==> src/rtl/mc_reinject_arb.sv <==
// Packet-atomic arbiter for the shared multicast decoder: input head-of-line flit vs re-injection FIFO.
// Remainders win by default; a saturating starvation counter forces input progress.
module mc_reinject_arb #(
  parameter int DOCW       = 16,
  parameter int STARVE_MAX = 4
) (
  input  logic            clk,
  input  logic            rst,
  input  logic            in_valid,
  input  logic            in_head,
  input  logic            in_tail,
  input  logic            in_um_type,
  input  logic [DOCW-1:0] in_doc,
  output logic            in_ready,
  input  logic            rf_valid,
  input  logic            rf_head,
  input  logic            rf_tail,
  input  logic [DOCW-1:0] rf_doc,
  input  logic            rf_afull,
  output logic            rf_ready,
  output logic            dec_valid,
  output logic            dec_sel,
  output logic            dec_um_type,
  output logic [DOCW-1:0] dec_doc,
  input  logic            dec_ready,
  output logic            err_proto
);

  typedef enum logic [1:0] {S_IDLE, S_LOCK_IN, S_LOCK_RF} state_t;

  localparam logic [3:0] LP_STARVE = 4'(STARVE_MAX);

  state_t     r_state, w_state_nxt;
  logic [3:0] r_starve, w_starve_nxt;
  logic       r_hold, w_hold_nxt;
  logic       r_hold_sel, w_hold_sel_nxt;
  logic       r_err, w_err_nxt;
  logic       w_rf_e, w_in_e, w_in_wait, w_pick_in, w_xfer, w_tail;

  function automatic logic [3:0] sat_inc4(input logic [3:0] v);
    return (v == 4'hF) ? v : v + 4'd1;
  endfunction

  always_comb begin
    w_rf_e    = rf_valid & rf_head;
    w_in_e    = in_valid & in_head & ~(in_um_type & rf_afull);
    w_in_wait = in_valid & in_head;
    w_pick_in = w_in_e & (~w_rf_e | (r_starve >= LP_STARVE));

    dec_valid = 1'b0;
    dec_sel   = 1'b0;
    case (r_state)
      S_IDLE: begin
        // A head offered but stalled keeps its grant until it transfers.
        if (r_hold) begin
          dec_sel   = r_hold_sel;
          dec_valid = r_hold_sel ? w_rf_e : w_in_wait;
        end else begin
          dec_sel   = w_rf_e & ~w_pick_in;
          dec_valid = w_in_e | w_rf_e;
        end
      end
      S_LOCK_IN: dec_valid = in_valid;
      S_LOCK_RF: begin
        dec_sel   = 1'b1;
        dec_valid = rf_valid;
      end
      default: ;
    endcase

    dec_um_type = dec_sel | in_um_type;
    dec_doc     = dec_sel ? rf_doc : in_doc;
    w_xfer      = dec_valid & dec_ready;
    in_ready    = w_xfer & ~dec_sel;
    rf_ready    = w_xfer & dec_sel;
    w_tail      = dec_sel ? rf_tail : in_tail;

    w_state_nxt    = r_state;
    w_starve_nxt   = r_starve;
    w_hold_nxt     = r_hold;
    w_hold_sel_nxt = r_hold_sel;
    w_err_nxt      = 1'b0;
    if (r_state == S_IDLE) begin
      w_err_nxt      = (in_valid & ~in_head) | (rf_valid & ~rf_head);
      w_hold_nxt     = dec_valid & ~dec_ready;
      w_hold_sel_nxt = dec_sel;
      if (w_xfer) begin
        if (!w_tail) w_state_nxt = dec_sel ? S_LOCK_RF : S_LOCK_IN;
        if (!dec_sel)       w_starve_nxt = 4'd0;
        else if (w_in_wait) w_starve_nxt = sat_inc4(r_starve);
      end
    end else if (w_xfer && w_tail) begin
      w_state_nxt = S_IDLE;
    end
  end

  always_ff @(posedge clk) begin
    if (rst) begin
      r_state  <= S_IDLE;
      r_starve <= 4'd0;
      r_hold   <= 1'b0;
      r_err    <= 1'b0;
    end else begin
      r_state  <= w_state_nxt;
      r_starve <= w_starve_nxt;
      r_hold   <= w_hold_nxt;
      r_err    <= w_err_nxt;
    end
  end

  // Only meaningful while r_hold is set, so it needs no reset.
  always_ff @(posedge clk) begin
    r_hold_sel <= w_hold_sel_nxt;
  end

  assign err_proto = r_err;

endmodule

==> config.mk <==
export PLATFORM = sky130hd
export DESIGN_NAME = mc_reinject_arb
export DESIGN_NICKNAME = d
export VERILOG_FILES = /design/src/rtl/mc_reinject_arb.sv
export SDC_FILE = /design/constraint.sdc
export NUM_CORES = 1
export LEC_CHECK = 0
export CAP_MARGIN = 20
export CORE_MARGIN = 8
export CORE_UTILIZATION = 32
export DETAILED_ROUTE_END_ITERATION = 16
export PLACE_DENSITY = 0.87
export SYNTH_ARGS = -nofsm -noshare
export SYNTH_HDL_FRONTEND = slang
export SYNTH_SLANG_ARGS = --single-unit
==> constraint.sdc <==
create_clock -name clk -period 2.3 [get_ports clk]
set_input_delay 0.345 -clock clk [delete_from_list [all_inputs] [get_ports clk]]
set_output_delay 0.345 -clock clk [all_outputs]
set_load 0.005 [all_outputs]
# Yosys cells after proc, flatten, opt, wreduce, memory -nomap -nowiden
# Index checks and enable logic that the tools add are counted.
[op_classes] n_addsub=1 magnitude_cmp=1 eq_ne=7 muxes=15 bitwise_logic=24 n_reduce_logical=6
[op_table] cell="$mux 16" n=1
[op_table] cell="$and 1x1->1" n=12
[op_table] cell="$mux 4" n=3
[op_table] cell="$mux 2" n=5
[op_table] cell="$not 1->1" n=8
[op_table] cell="$ne 2x2->1 const B" n=3
[op_table] cell="$add 4x1->4 const B" n=1
[op_table] cell="$eq 4x4->1 const B" n=1
[op_table] cell="$ge 4x3->1 const B" n=1
[op_table] cell="$mux 1" n=4
[op_table] cell="$or 1x1->1" n=4
[op_table] cell="$reduce_and 4->1" n=1
[op_table] cell="$pmux 1 s3" n=1
[op_table] cell="$reduce_and 3->1" n=1
[op_table] cell="$eq 2x1->1 const B" n=1
[op_table] cell="$eq 2x2->1 const B" n=1
[op_table] cell="$logic_not 2->1" n=1
[op_table] cell="$ne 2x1->1 const B" n=1
[op_table] cell="$pmux 1 s2" n=1
[op_table] cell="$reduce_bool 2->1" n=1
[op_table] cell="$reduce_or 2->1" n=1
[op_table] cell="$logic_and 1x1->1" n=1
[word_totals] register_bits=9 input_bits=43 output_inout_bits=22 wordCells=59

# Depth between registers and ports, before layout
[logic_depth] depth_word=12 mapped_depth=6 ltp_nobuf=5

# Worst setup path after synthesis
# No wires, ideal clock.
[synth_path] path_kind="reg-to-output" startpoint="register r_starve[2]" endpoint="output dec_doc[10]" arrival_ps=1502 required_time_ps=1955 setup_slack_ps=453 stages_incl_launch_ff=5 path_buffers=1 path_cell_list="dfxtp_1 -> o211a_1 -> a221oi_2 -> buf_2 -> mux2_2"
[synth_via] elab_chain_cells=8
[synth_rtl] item="start, declared" line="34" rtl="logic [3:0] r_starve, w_starve_nxt;"
[synth_rtl] item="start signal, assigned" line="105" rtl="r_starve <= w_starve_nxt;"
[synth_rtl] item="$ge 4x3->1" line="48" rtl="w_pick_in = w_in_e & (~w_rf_e | (r_starve >= LP_STARVE));"
[synth_rtl] item="$or 1x1->1" line="48"
[synth_rtl] item="$and 1x1->1" line="48"
[synth_rtl] item="$not 1->1" line="59" rtl="dec_sel = w_rf_e & ~w_pick_in;"
[synth_rtl] item="$and 1x1->1" line="59"
[synth_rtl] item="$mux 1" line="55" rtl="if (r_hold) begin"
[synth_rtl] item="$pmux 1 s2" line="52" rtl="case (r_state)"
[synth_rtl] item="via dec_sel" line="22" rtl="output logic dec_sel,"
[synth_rtl] item="$mux 16" line="72" rtl="dec_doc = dec_sel ? rf_doc : in_doc;"
[synth_rtl] item="end, declared" line="24" rtl="output logic [DOCW-1:0] dec_doc,"
# The timed path passes the listed nets, and every way through them passes these cells.

# Final worst setup path
[layout_path] startpoint="register r_hold" endpoint="output dec_doc[12]"
[layout_via] elab_chain_cells=3
[layout_rtl] item="start, declared" line="35" rtl="logic r_hold, w_hold_nxt;"
[layout_rtl] item="start signal, assigned" line="106" rtl="r_hold <= w_hold_nxt;"
[layout_rtl] item="$mux 1" line="55"
[layout_rtl] item="$pmux 1 s2" line="52"
[layout_rtl] item="$mux 16" line="72"
# Every way passes these cells.

==> run summary <==
The logs give 1 for the final number of setup-violating endpoints and 0.7239 for the relative slew slack. The number of nets in the finished design was 225. At the pin with the least slew margin, the transition time is 0.4142 ns.

The most numerous cell type found on the critical path is buf_6. Maximum resistive drop on vdd: 0.0002514 V. Smallest setup slack after layout: -0.005839 ns. The worst setup path is launched from a flop.

Hold timing on the final database bottoms out at a slack of 0.5166 ns. Average vias per placed instance: 5.510. The critical path goes through nand3b_1 -> a221oi_4 -> buf_6 -> buf_8 -> mux2_4 -> buf_6. The most instantiated flip-flop cell in the synthesis netlist is dfxtp_1. The highest attainable clock frequency is 433.7 MHz, and the mean cell area of the mapped netlist is 9.064 µm².

The pre-antenna-repair detailed-routing pass consisted of 4 iterations. The flow ran to the end, but the final reports show violations. The global routing usage summed across all routing layers was 0.1983; the maximum net fanout on the critical path was 6. The H-tree depth was 1. For the row count, the log shows 18. For the final routed database, the setup TNS stands at -0.005839 ns.

In the final layout, flip-flops and latches occupy 196.4 µm². The worst hold path depth came out at 1. The repair_antennas step left the layout with diodes totalling 0. STA puts the critical path data arrival time at 1.96 ns. Dividing total power by cell area gives a power density of 384.8 mW/mm².

The floorplan step defined a die boundary enclosing 0.004271 mm². The largest stage delay on the critical path was 0.36 ns. The tools report the placed cell count as 194. Setup repair after global routing could not meet its margin everywhere.

Effective utilization at floorplan: 0.3265. The largest individual stage delay along the critical path comes from the cell dfxtp_4. The tools report the initial antenna violation count as 0. The final reports fail on negative setup slack. The worst register-to-register path has a depth of 7.

The final critical-path required period is 2.306 ns. Pin placement for this block handled 65 I/O pins. In this run the critical register-to-register path is captured at r_state[0]. The cell chosen for the clock root is clkbuf_4.

After the first detailed-routing iteration, the DRC count stood at 26. In this run the remaining antenna-violating nets after routing total 0. The number of clock sinks seen by CTS is 9. The tool flagged a number of max-cap violations equal to 0. The tools report the kind of capture point of the worst setup path as an output pin. Clock latency on the worst-skew pair, taken at its later pin, is 0.27 ns. Part of the Yosys area used for sequential elements: 0.2440. The biggest area contributor in the post-synthesis netlist is mux2_2.

The clock transition time at the flip-flop clock pins of the worst setup and hold paths works out to 0.06 ns. In this run the most critical hold path is launched from r_state[1]. The worst clock skew came out at 0.005633 ns. The top cell types in the final layout, fill and taps aside, are clkdlybuf4s50_1 (38), buf_4 (27), buf_6 (14).

The total area of multi-input combinational cells is 625.6 µm², and the required time at the endpoint of the critical path is 1.96 ns. In this run the standard cell core region covers 0.002387 mm². After detailed routing, the number of remaining DRC violations is 0.

Entering global routing, the biggest net connects 10 pins. The routed design has 4233 µm of wire. The fraction of registers with async set/reset is 0. The synthesized design contains 9 register bits.

The number of enable flip-flop cells after synthesis was 1; the number of warnings printed during yosys synthesis was 0. Timing analysis after detailed placement gives a worst setup slack of -0.3983 ns. The layout has 165 filler cells. During placement, the flow inserted port buffers numbering 64. The final cell count without fillers came out at 210.

The type of the most critical hold path is reg2reg. Ranked by total cell area, the synthesized netlist is headed by mux2_2 (23%), dfxtp_1 (21%), edfxtp_1 (3.9%). The average wire length per cell after detail routing works out to 20.16 µm.

The detailed router placed 1,157 vias in this run. Hold repair after CTS inserted 0 buffers. Compared with the post-synthesis result, the final layout area differs by 128.9%.

TritonCTS built the clock tree. Leaving out fill and tap cells, the most frequent cell in the layout is clkdlybuf4s50_1. The final critical-path share of the clock period works out to 1.003. Area share of the largest cell type after synthesis: 0.2311. The first global-routing pass estimated 6541 µm of wire. The path with the worst hold slack has its endpoint at err_proto. The tools report the number of slew-limit violations in the final report as 0.

The ratio of cells with drive above 1 in the final layout is 0.4444, and the area of the mapped netlist is 779.5 µm². The tools report the post-synth net total as 130. At the end of routability-driven placement, the weighted congestion stood at 0.7923.

The die is 65.36 µm tall. The logs give 86 for the cell count after synthesis and 2 for the worst-case clock buffer depth. In this run the register-to-register setup slack is 0.33 ns. The run gives 0 as the number of hold-slack violations in the final timing report. Clock tree synthesis inserted a total of 3 buffers.

The origin of the critical flop-to-flop path was r_hold_sel. The run gives 0.0007985 µW as the standby leakage power. Number of global-route vias before repair: 1,329.

The post-DP HPWL is 2680 µm, and the horizontal die dimension is 65.36 µm. The class of the most critical setup path was reg2out. The global-route congestion overflow total was 0; the number of distinct library cell variants in the gate-level netlist after synthesis was 39. Utilization after layout: 0.7474.
==> metrics by stage <==
step                      instance area, µm²  total power, µW
final                                   1784            686.6
after global routing                    1784            716.4
after CTS                               1783            670.9
after detailed placement                1590            486.3
after global placement                  1590            481.2
after floorplan                        779.5            281.3
==> worst max-delay path: cells and delay by family (launching register included) <==
family / cells / cell delay [ns]
DFF: 1 / 0.36
and+or+nand+nor: 1 / 0.23
AOI/OAI and AO/OA: 1 / 0.35
muxes: 1 / 0.32
buffers and inverters: 3 / 0.42
==> logic make-up after synthesis <==
logic type | count (synthesis) | synth area share
compound gates | 25 | 0.2360
mux | 17 | 0.2600
buf+inv | 9 | 0.04815
simple gates | 25 | 0.1958
fa+ha+maj | 1 | 0.01605
flops | 9 | 0.2440
==> state kept, by name, summed over array words and instances (netlist names) <==
signal,flops
r_starve,4
err_proto,1
r_hold_sel,1
r_hold,1
r_state,2
==> what timing repair did <==
action                     CTS  global route
cloned                       2             0
buffers inserted             9             3
setup endpoints to repair   21            17
resized for setup           97            16
pin swaps                    6             2
hold endpoints to repair     0             0
==> layout make-up <==
cell class	count	area share
repair buffers	95	0.4951
multi-input cells	68	0.3506
flip-flops and latches	9	0.1101
well taps	30	0.02104
clock buffers	4	0.01473
inverters	4	0.008415
==> worst max path at each step <==
stage                      from          end  slack, ns  cells past startpoint
floorplan           r_starve[2]  dec_doc[10]       0.45                      4
finish                   r_hold  dec_doc[12]     -0.006                      6
detailed placement      in_head  dec_doc[12]      -0.40                      6
global placement        in_head   dec_doc[3]      -0.38                      6
CTS                      r_hold  dec_doc[12]      -0.02                      7
global route             r_hold  dec_doc[12]      -0.05                      6
==> power by group <==
| part | leakage, µW | internal, µW | total [µW] | switching, µW |
|---|---|---|---|---|
| combinational | 0.000706 | 249 | 386 | 137 |
| sequential | 0.0000779 | 167 | 174 | 6.92 |
| clock | 0.0000150 | 67.1 | 126 | 59.4 |
| total | 0.000799 | 483 | 687 | 203 |
==> cell usage after synthesis (2+ instances only) <==
library cell / instances
a21oi_1: 4
inv_1: 4
or2_2: 2
and2_1: 3
o31ai_1: 3
mux2_2: 16
nor3_1: 2
buf_2: 3
clkbuf_1: 2
nand2_1: 4
o21ai_0: 5
dfxtp_1: 8
nor2b_1: 2
nor2_1: 2
nand3b_1: 2
==> routing by layer <==
metal | GRT usage | vias to the layer above | wire, µm
met5 | 0 | - | 0
met4 | 0.1253 | 0 | 203
met3 | 0.1156 | 20 | 598
met2 | 0.3247 | 94 | 1952
met1 | 0.1868 | 526 | 1479
li1 | - | 517 | -
(Power assumes the default switching activity.)
